==> src/rtl/id_ex_pipe_reg.sv <==
// ============================================================================
// id_ex_pipe_reg : decode->execute pipeline register with load-use bubble
//                  insertion and branch/jump flush. Optional macro:
//                  ID_EX_HAZARD_STALL_EN enables load-use detection/stall.
// Revision 1.0 - initial release
// ============================================================================
`default_nettype none

module id_ex_pipe_reg #(
    parameter int XLEN = 32
) (
    input  logic            clk,
    input  logic            rst,
    input  logic            valid_d,
    input  logic            flush_i,
    input  logic [2:0]      reg_write_d,
    input  logic            alu_src_d,
    input  logic [1:0]      mem_write_d,
    input  logic [1:0]      result_src_d,
    input  logic            branch_d,
    input  logic            jump_d,
    input  logic [5:0]      alu_control_d,
    input  logic [2:0]      funct3_d,
    input  logic [XLEN-1:0] rd1_d,
    input  logic [XLEN-1:0] rd2_d,
    input  logic [XLEN-1:0] imm_d,
    input  logic [XLEN-1:0] pc_d,
    input  logic [XLEN-1:0] pc_plus4_d,
    input  logic [4:0]      rs1_d,
    input  logic [4:0]      rs2_d,
    input  logic [4:0]      rd_d,
    output logic            valid_e,
    output logic [2:0]      reg_write_e,
    output logic            alu_src_e,
    output logic [1:0]      mem_write_e,
    output logic [1:0]      result_src_e,
    output logic            branch_e,
    output logic            jump_e,
    output logic [5:0]      alu_control_e,
    output logic [2:0]      funct3_e,
    output logic [XLEN-1:0] rd1_e,
    output logic [XLEN-1:0] rd2_e,
    output logic [XLEN-1:0] imm_e,
    output logic [XLEN-1:0] pc_e,
    output logic [XLEN-1:0] pc_plus4_e,
    output logic [4:0]      rs1_e,
    output logic [4:0]      rs2_e,
    output logic [4:0]      rd_e,
    output logic            stall_o
);

    localparam logic [1:0] c_RESULT_LOAD = 2'b01;

    typedef struct packed {
        logic            valid;
        logic [2:0]      reg_write;
        logic            alu_src;
        logic [1:0]      mem_write;
        logic [1:0]      result_src;
        logic            branch;
        logic            jump;
        logic [5:0]      alu_control;
        logic [2:0]      funct3;
        logic [XLEN-1:0] rd1;
        logic [XLEN-1:0] rd2;
        logic [XLEN-1:0] imm;
        logic [XLEN-1:0] pc;
        logic [XLEN-1:0] pc_plus4;
        logic [4:0]      rs1;
        logic [4:0]      rs2;
        logic [4:0]      rd;
    } ex_word_t;

    ex_word_t ex_q;
    ex_word_t ex_d;
    ex_word_t w_dec;
    logic     w_hz;

    assign w_dec = '{valid: valid_d, reg_write: reg_write_d, alu_src: alu_src_d,
                     mem_write: mem_write_d, result_src: result_src_d,
                     branch: branch_d, jump: jump_d, alu_control: alu_control_d,
                     funct3: funct3_d, rd1: rd1_d, rd2: rd2_d, imm: imm_d,
                     pc: pc_d, pc_plus4: pc_plus4_d, rs1: rs1_d, rs2: rs2_d,
                     rd: rd_d};

`ifdef ID_EX_HAZARD_STALL_EN
    // A load into x0 never produces a usable value, so it can never be a hazard.
    assign w_hz = ex_q.valid & (ex_q.result_src == c_RESULT_LOAD) & (ex_q.rd != 5'd0)
                & valid_d & ((ex_q.rd == rs1_d) | (ex_q.rd == rs2_d));
`else
    assign w_hz = 1'b0;
`endif

    // Flush takes priority: the held instruction is squashed anyway, so no stall.
    assign stall_o = w_hz & ~flush_i;

    always_comb begin
        ex_d = w_dec;
        if (flush_i || w_hz) begin
            ex_d = '0;
        end
    end

    always_ff @(posedge clk or negedge rst) begin
        if (!rst) begin
            ex_q <= '0;
        end else begin
            ex_q <= ex_d;
        end
    end

    assign valid_e       = ex_q.valid;
    assign reg_write_e   = ex_q.reg_write;
    assign alu_src_e     = ex_q.alu_src;
    assign mem_write_e   = ex_q.mem_write;
    assign result_src_e  = ex_q.result_src;
    assign branch_e      = ex_q.branch;
    assign jump_e        = ex_q.jump;
    assign alu_control_e = ex_q.alu_control;
    assign funct3_e      = ex_q.funct3;
    assign rd1_e         = ex_q.rd1;
    assign rd2_e         = ex_q.rd2;
    assign imm_e         = ex_q.imm;
    assign pc_e          = ex_q.pc;
    assign pc_plus4_e    = ex_q.pc_plus4;
    assign rs1_e         = ex_q.rs1;
    assign rs2_e         = ex_q.rs2;
    assign rd_e          = ex_q.rd;

endmodule

`default_nettype wire
==> config.mk <==
export PLATFORM = sky130hd
export DESIGN_NAME = id_ex_pipe_reg
export DESIGN_NICKNAME = d
export VERILOG_FILES = /design/src/rtl/id_ex_pipe_reg.sv
export SDC_FILE = /design/constraint.sdc
export NUM_CORES = 1
export LEC_CHECK = 0
export CORE_AREA = 2 2 154 156
export DETAILED_ROUTE_END_ITERATION = 10
export DIE_AREA = 0 0 156 158
export SLEW_MARGIN = 30
export SYNTH_ARGS = -nofsm -noshare
export SYNTH_HDL_FRONTEND = slang
export SYNTH_SLANG_ARGS = --single-unit
==> constraint.sdc <==
create_clock -name clk -period 0.85 [get_ports clk]
set_input_delay 0.17 -clock clk [delete_from_list [all_inputs] [get_ports clk]]
set_output_delay 0.17 -clock clk [all_outputs]
set_load 0.03 [all_outputs]
# ---- Yosys cells after proc, flatten, opt, wreduce, memory -nomap -nowiden
# Index checks and enable logic that the tools add are counted.
dict set report word_totals {
  inputBits 198
  out_inout_bits 196
  word_cells 18
  regBits 195
}
dict set report classes {
  n_mux 1
}
# op n
set op_table {}
lappend op_table {{two-way mux 195 bit} 1}

# ---- Depth between registers and ports, before layout
dict set report depth {
  ltp_word 1
  mapped_depth 3
  mapped_depth_nobuf 1
}

# ---- Worst setup path before layout
# No wires, ideal clock.
dict set report synth_path {
  kind {input to register}
  startpoint {input flush_i}
  endpoint {register ex_q (netlist bit alu_control_e[0])}
  n_path_buf 2
  path_slack_ps 172
  setup_time_ps 122
  arrival_time_ps 556
  required_ps 728
  stages 3
  path_cell_list {buf_2 -> buf_2 -> nor2b_1}
}
# item line_no
set synth_lines {}
lappend synth_lines {{start, declared} 15} ;# input logic flush_i,
lappend synth_lines {{end signal, assigned} 106} ;# ex_q <= '0;
lappend synth_lines {{end signal, assigned} 108} ;# ex_q <= ex_d;
lappend synth_lines {{end, declared} 74} ;# ex_word_t ex_q;

# ---- Worst setup path after layout
dict set report layout_path {
  startpoint {register ex_q (netlist bit rd2_e[1])}
  endpoint {output rd2_e[1]}
}
# item line_no
set layout_lines {}
lappend layout_lines {{end, declared} 42} ;# output logic [XLEN-1:0] rd2_e,
# No word-level cell between the ends.

==> out/results.tsv <==
metric	value	unit
slew_violations	0	
maxClockFrequency	856	MHz
antenna_found_initial	0	
die_area	24600	sq um
path_clk_slew	70	ps
coreArea	23100	sq um
rows	56	
cts_buffers	17	
cts_tree	yes	
critPathSlowestCell	dfrtp_2	
first_pass_iters	4	
hpwl	14600	um
final_nets	1032	
synth_area_leaders	dfrtp_1 79%, nor2b_1 20%, buf_2 1.4%	
startpoint_type	register	
root_buffer	clkbuf_16	
hold_path.class	input port to register	
nFillCells	2050	
critical_path_required	680	ps
ys_types	6	
layoutNonFillerInstCount	1136	
viasPerCell	3.94	
synthTopCellsByCount	195 x dfrtp_1, 195 x nor2b_1, 17 x buf_2	
ant_nets	0	
hold_violations	0	
cellPowerDensity	1840	nW/um^2
crit_buf_inv	1	
failed_checks	setup timing	
cap_violations	0	
worst-path-stages	1	
cp_top_family	flip-flops	
worstPathCellList	buf_12	
hold_depth	3	
worstPathMaxFanout	1	
netlist_area	6210	sq um
ys_ff_latch	195	
wl_per_cell	16.7	um
grt_pass1_vias	4684	
setup-tns-final	-50110	ps
synthToLayoutAreaGrowth	87.7	%
grt_usage	15.0	%
crit_arrival	1000	ps
cts_sinks	195	
die_h	158	um
cts_setup_buffers	0	
io-pin-count	394	
grt_max_degree	34	
drt_iter0_drc	154	
vias	4475	
setup_slack	-318	ps
post_synth_inst_count	413	
yosys_most_used_dff	dfrtp_1	
n_antenna_cell	0	
p_leak	0.00540	uW
synthArstFlopShare	100	%
port_buffers	392	
synth_top_area_share	78.6	%
syn_avg_cell_area	15.0	sq um
drive_above_1_share	30.6	%
h-tree-depth	4	
grt_setup_unrepaired	true	
fin_crit_sh	137	%
yosysTopAreaCell	dfrtp_1	
drcViolationCount	0	
end_kind	output pin	
grt_pass1_wl	27300	um
dp_slack	-24.7	ps
ys_seq_area_share	78.6	%
start_util	26.9	%
clock_path_buffers	2	
ir_drop	1.29	mV
die_w	156	um
drt-total-wl	19000	um
setup_viol	195	
gp_congestion	0.740	
max_stage_delay	440	ps
synth_edf_count	0	
outcome	finished, violations left	
yosysWarnings	0	
crit_type	register to output pin	
placed_cells	1103	
min_period	1170	ps
overflow	0	
syn_nets	611	
-- cell usage in the layout, fill, tap and decap left out --
cell type and n:
inv_6 4, dfrtp_1 193, clkinvlp_4 3, inv_8 4, clkbuf_1 1, buf_6 186
nor2b_1 195, buf_12 21, buf_4 19, clkinv_2 1, clkdlybuf4s50_1 195, clkbuf_16 17
dlygate4sd3_1 2, conb_1 1, dfrtp_2 2, clkbuf_8 1, clkinv_4 1
-- metrics by stage --
step / area [sq um] / utilization (%) / power [uW] / hold WS, ps
6_report: 11700 / 50.6 / 21500 / 118
5_1_grt: 11700 / 50.6 / 22400 / 110
4_1_cts: 11700 / 50.6 / 21900 / 99.2
3_5_place_dp: 10400 / 45.1 / 13800 / 79.5
3_3_place_gp: 10400 / 45.1 / 13700 / 79.1
2_1_floorplan: 6210 / - / 11500 / -126
-- layer usage --
| layer | global-route usage [%] | vias up | part of all wire, % |
|---|---|---|---|
| li1 | - | 2077 | - |
| met1 | 16.2 | 2133 | 37 |
| met2 | 26.1 | 246 | 51 |
| met3 | 7.20 | 19 | 11 |
| met4 | 4.72 | 0 | 1.7 |
| met5 | 0 | - | 0 |
-- registers in the layout (all words and copies together), names as in the netlist --
register       count
rs1_e              5
alu_control_e      6
valid_e            1
jump_e             1
alu_src_e          1
branch_e           1
rd_e               5
pc_e              32
rs2_e              5
rd1_e             32
pc_plus4_e        32
reg_write_e        3
rd2_e             32
result_src_e       2
funct3_e           3
imm_e             32
mem_write_e        2
-- final timing paths --
kind,startpoint,to
worst min-delay path,flush_i,pc_e[20]
min in group asynchronous,rst,rd1_e[12]
max in group asynchronous,rst,imm_e[15]
worst max-delay path,rd2_e[1],rd2_e[1]
-- power by group --
group	switching, uW	internal [uW]
clock network	3710	3850
logic	1810	2100
registers	253	9740
total	5770	15700
-- final cells by class --
type	instances	area, sq um	area share (%)
clock buffer	18	429	3.68
multi-input combinational	196	1220	10.5
tap	290	363	3.11
sequential	195	4880	41.9
clock inverter	13	116	0.998
timing repair buffer	424	4640	39.8
-- cells by family after synthesis --
group | after synthesis | share of synthesized area (%)
other | 1 | 0.0604
AND/OR/NAND/NOR | 195 | 19.6
flip-flops | 195 | 78.6
buffers and inverters | 22 | 1.73
-- timing repair --
action | CTS | global route
gates resized for setup | 187 | 0
cloned | 0 | 0
endpoints found under the setup margin | 195 | 195
pin swaps | 0 | 0
hold buffers | 2 | 0
hold endpoints to repair | 196 | 0
Power figures use the tool's default switching activity.
